$ cat src/rtl/encoder_8_to_3_pkg.sv
// encoder_8_to_3_pkg
//   Shared widths and types for the registered 8-to-3 priority encoder.
//   IN_W  : request vector width
//   IDX_W : encoded index width
package encoder_8_to_3_pkg;

    localparam int IN_W  = 8;
    localparam int IDX_W = 3;

    typedef logic [IN_W-1:0]  req_t;
    typedef logic [IDX_W-1:0] idx_t;

endpackage : encoder_8_to_3_pkg

$ cat src/rtl/encoder_8_to_3_prio_enc8.sv
// prio_enc8
//   Purely combinational 8-input priority encoder; bit 7 has highest priority.
//   Optional feature macro: ENCODER_8_TO_3_MULTI_EN (adds the mh output).
// Ports:
//   req  in   8  request vector
//   idx  out  3  index of the most significant set bit (0 when req is zero)
//   any  out  1  at least one request bit set
//   mh   out  1  two or more request bits set (macro only)
module prio_enc8
    import encoder_8_to_3_pkg::*;
(
    input  req_t req,
    output idx_t idx,
    output logic any
`ifdef ENCODER_8_TO_3_MULTI_EN
    ,
    output logic mh
`endif
);

    // Ascending scan: later (higher) set bits overwrite earlier ones, so the
    // highest set bit wins.
    always_comb begin
        idx = '0;
        for (int i = 0; i < IN_W; i++) begin
            if (req[i]) begin
                idx = idx_t'(i);
            end
        end
    end

    assign any = |req;

`ifdef ENCODER_8_TO_3_MULTI_EN
    // Clearing the lowest set bit leaves something only if another bit was set.
    req_t req_low_cleared;
    assign req_low_cleared = req & (req - req_t'(1));
    assign mh = |req_low_cleared;
`endif

endmodule : prio_enc8

$ cat src/rtl/encoder_8_to_3.sv
// encoder_8_to_3
//   Registered 8-to-3 priority encoder with one cycle of latency.
//   Optional feature macro: ENCODER_8_TO_3_MULTI_EN (adds the multi output).
// Ports:
//   clk    in   1  clock, rising edge
//   rst    in   1  asynchronous active-high reset
//   en     in   1  sample enable; outputs hold while low
//   in     in   8  request vector
//   out    out  3  registered index of highest set bit
//   valid  out  1  registered; sampled vector was nonzero
//   multi  out  1  registered; sampled vector had 2+ bits set (macro only)
module encoder_8_to_3
    import encoder_8_to_3_pkg::*;
(
    input  logic clk,
    input  logic rst,
    input  logic en,
    input  req_t in,
    output idx_t out,
    output logic valid
`ifdef ENCODER_8_TO_3_MULTI_EN
    ,
    output logic multi
`endif
);

    idx_t idx;
    logic any;

`ifdef ENCODER_8_TO_3_MULTI_EN
    logic mh;

    prio_enc8 u_prio_enc8 (
        .req (in),
        .idx (idx),
        .any (any),
        .mh  (mh)
    );

    always_ff @(posedge clk or posedge rst) begin
        if (rst) begin
            out   <= '0;
            valid <= 1'b0;
            multi <= 1'b0;
        end else if (en) begin
            out   <= idx;
            valid <= any;
            multi <= mh;
        end
    end
`else
    prio_enc8 u_prio_enc8 (
        .req (in),
        .idx (idx),
        .any (any)
    );

    always_ff @(posedge clk or posedge rst) begin
        if (rst) begin
            out   <= '0;
            valid <= 1'b0;
        end else if (en) begin
            out   <= idx;
            valid <= any;
        end
    end
`endif

endmodule : encoder_8_to_3

$ cat config.mk
export PLATFORM = sky130hd
export DESIGN_NAME = encoder_8_to_3
export DESIGN_NICKNAME = d
export VERILOG_FILES = /design/src/rtl/encoder_8_to_3_pkg.sv /design/src/rtl/encoder_8_to_3_prio_enc8.sv /design/src/rtl/encoder_8_to_3.sv
export SDC_FILE = /design/constraint.sdc
export NUM_CORES = 1
export LEC_CHECK = 0
export CAP_MARGIN = 0
export CORE_AREA = 2 2 39 41
export DETAILED_ROUTE_END_ITERATION = 6
export DIE_AREA = 0 0 41 43
export RECOVER_POWER = 25
export SLEW_MARGIN = 5
export SYNTH_ARGS = -nofsm -noshare
export SYNTH_HDL_FRONTEND = slang
export SYNTH_HIERARCHICAL = 1
export SYNTH_SLANG_ARGS = --single-unit
$ cat constraint.sdc
create_clock -name clk -period 1.1 [get_ports clk]
set_clock_uncertainty 0.1 [all_clocks]
set_input_delay 0.11 -clock clk [delete_from_list [all_inputs] [get_ports clk]]
set_output_delay 0.11 -clock clk [all_outputs]
set_load 0.03 [all_outputs]
== After elaboration in Yosys (flattened, before gate mapping) ==
Cells that the tools add are included.
Word-level totals
  bits in registers: 4
  bits in latches: 0
  bits in writable memories: 0
  bits in read-only memories: 0
  input bits: 11
  output and inout bits: 4
  memories kept: 0
Cells by class
  $add $sub $neg: 0
  $mul: 0
  div/mod/pow operators: 0
  order comparisons: 0
  eq/ne operators: 0
  shifts and indexed selects: 0
  mux-type cells: 7
  bitwise logic cells: 0
  reductions and logical operators: 1
Operators by type and width (number)
  $mux 3: 4
  $reduce_or 8->1: 1
  $mux 2: 2
  $mux 1: 1

== Logic depth before layout (Yosys ltp) ==
  depth in word-level cells: 7
  gate-level depth with buffers: 4

== Cells and area by module ==
Netlist, hierarchy kept.
Modules (own cells, without submodules)
  encoder_8_to_3: instances 1, cells each 9, area an instance 148.9 um2
  prio_enc8: instances 1, cells each 12, area an instance 66.3 um2

== Worst setup path after synthesis ==
No wires, ideal clock.
  path type: register to register
  from: reg, netlist name out[0]
  to: reg out[0]
  arrival time: 0.756 ns
  data required time: 0.875 ns
  slack: 0.119 ns
  cell stages (with the launch flop): 2
  path buffers: 0
  path through: dfrtp_1 > mux2_2
RTL lines
  to (signal assigned): line encoder_8_to_3.sv:63  | out <= idx;
  to (decl): line encoder_8_to_3.sv:19  | output idx_t out,

== Worst setup path in the final report ==
  from: in in[5]
  to: reg valid
On the way
  word-level cells in the longest chain between the ends: 1
Ends and longest elaborated chain
  from (decl): line encoder_8_to_3.sv:18  | input req_t in,
  $reduce_or 8->1: line encoder_8_to_3_prio_enc8.sv:32  | assign any = |req;
  net any: line encoder_8_to_3.sv:28  | logic any;
  to (signal assigned): line encoder_8_to_3.sv:64  | valid <= any;
  to (decl): line encoder_8_to_3.sv:20  | output logic valid
The timed path passes the listed nets, and every way through them passes these cells.
A chain may end at the register's enable or synchronous reset.

==> results.tsv <==
metric	value	unit
Final Total Pwr	0.451	mW
Max VDD drop	0.000616	V
worst skew pair latency	220	ps
HP Class	input port to flip-flop	
Layout Nets	54	
vias per cell	3.81	
Crit-path slowest cell	clkdlybuf4s50_1	
Core Rows	14	
final wirelength	539	um
Detail Placement HPWL	442	um
max-slew violation count	0	
Fin Setup TNS	0	ps
dpl cells	53	
Ys Warns	6	
Die Span X	41	um
status	finished clean	
Core Region	0.00138	mm^2
cts bufs inserted	3	
first drt pass iteration count	1	
syn avg cell area	10.2	um^2
die area	0.00176	mm^2
WL per Instance	9.46	um
Ant. Diodes	0	
initial antenna violation count	0	
fmax	0.932	GHz
final setup fails	0	
CTS tree	built	
Seq/Total Area, Yosys	0.465	
worst path cell trace	clkdlybuf4s50_1 -> nor2_1 -> nand4_1 -> mux2_2	
initial core utilization	0.156	
CP arrival	1090	ps
Max-Cap Viols	0	
Final ANT Viol Nets	0	
first-pass GRT wire length	814	um
min Tclk post-route	1070	ps
layout cells sized above 1	0.439	
synth unique cells	11	
clock buffer depth	2	
Non-Filler Instances	57	
max incr delay on CP	460	ps
Final Hold Fails	0	
H-tree levels	1	
slew of the pin with the lowest slew margin	180	ps
CP Max Fanout	3	
Worst setup EP type	flip-flop	
DR vias	217	
synthesized flop and latch total	4	
Global Route Usage Sum	0.0735	
first-iteration detailed-routing DRC count	0	
final hold slack	189	ps
unrepaired setup endpoints after global routing	true	
Max transition margin	0.879	
Ports	15	
leakage	0.175	nW
clock tree sinks	4	
Power Density	1070	mW/mm^2
vias in the first global route	230	
largest net degree at the start of global routing	5	
GRT Residual Overflow	0	
Cells after Synth	21	
height of the chip	43	um
I/O Buffers	14	
Reg clk slew, reported paths	40	ps
fin crit share	0.976	
root buf cell	clkbuf_4	
Worst setup SP type	input port	
CP Class	input port to flip-flop	
Area growth syn-to-layout	95.3	%
Mapped Area	215	um^2
CP Data Required Time	1110	ps
Post-Synthesis Net Count	32	
global placement routability congestion	0.606	
drt drc	0	
## report_power, final
part / leakage, nW / internal (mW) / switching, mW / total, mW
Clock: 0.0138 / 0.121 / 0.0526 / 0.174
Combinational: 0.122 / 0.0632 / 0.0522 / 0.115
Sequential: 0.0387 / 0.157 / 0.00417 / 0.161
Total: 0.175 / 0.342 / 0.109 / 0.451
## synth_stat cells
cell type | instances | area, um^2
dfrtp_1 | 4 | 100
mux2_2 | 4 | 45.0
nor2_1 | 4 | 15.0
inv_1 | 2 | 7.51
a21oi_1 | 1 | 5.00
a21oi_2 | 1 | 8.76
inv_2 | 1 | 3.75
nand2_1 | 1 | 3.75
nand4_1 | 1 | 6.26
o31ai_1 | 1 | 7.51
o31ai_2 | 1 | 12.5
## kinds of logic after synthesis
| group | Yosys count | synth area share |
|---|---|---|
| AOI/OAI and AO/OA | 4 | 0.157 |
| buffers and inverters | 3 | 0.0523 |
| DFF | 4 | 0.465 |
| muxes | 4 | 0.209 |
| and+or+nand+nor | 6 | 0.116 |
## metal layers
metal / vias up / GRT usage / routed length (um)
li1: 112 / - / -
met1: 93 / 0.0649 / 216
met2: 12 / 0.109 / 241
met3: 0 / 0.0471 / 81
met4: 0 / 0.0600 / 0
met5: - / 0 / 0
## layout make-up
class / instances / area (um^2)
Clock buffer: 3 / 22.5
Sequential cell: 4 / 100
Timing Repair Buffer: 17 / 156
Inverter: 3 / 11.3
Fill cell: 152 / 963
Tap cell: 16 / 20.0
Multi-Input combinational cell: 14 / 110
## per-stage QoR
stage	utilization	worst slack (ps)	area, um^2
6_report	0.304	26.7	420
5_1_grt	0.304	-9.75	420
4_1_cts	0.300	6.91	415
3_5_place_dp	0.275	-272	380
3_3_place_gp	0.275	-272	380
2_1_floorplan	-	119	215
## placed cells by master, fill, tap and decap left out
master / n
mux2_2: 4
dlygate4sd2_1: 1
o31ai_1: 1
nand4_1: 1
nor2_2: 1
clkbuf_4: 3
dlygate4sd3_1: 2
nand2_1: 1
inv_2: 1
a21oi_2: 2
dfrtp_1: 4
buf_4: 6
o31ai_2: 1
dlymetal6s2s_1: 1
inv_1: 2
clkdlybuf4s50_1: 7
nor2_1: 3
## state kept, by name, indices dropped and copies added, names as in the netlist
register and cells:
valid 1, out 3
## worst max-delay path, delay by kind of cell
family                 cells  cell delay, ps
buffers and inverters      1             460
multiplexers               1             260
AND/OR/NAND/NOR            2             250
## worst paths after layout
kind	startpoint	end	slack [ps]	depth (start not counted)
max	in[5]	valid$_DFFE_PP0P_	30	4
min	in[2]	valid$_DFFE_PP0P_	190	4
max reg2reg	out[2]$_DFFE_PP0P_	out[2]$_DFFE_PP0P_	260	1
min reg2reg	out[0]$_DFFE_PP0P_	out[0]$_DFFE_PP0P_	410	1
min in group asynchronous	rst	out[2]$_DFFE_PP0P_	640	3
max in group asynchronous	rst	out[0]$_DFFE_PP0P_	110	3
## repair_timing
| action | CTS | global route |
|---|---|---|
| endpoints found under the setup margin | 3 | 3 |
| setup buffers | 0 | 0 |
| pin swaps | 1 | 1 |
| resized for setup | 2 | 2 |
| endpoints found under the hold margin | 4 | 0 |
| hold buffers | 1 | 0 |
Power figures use the tool's default switching activity.
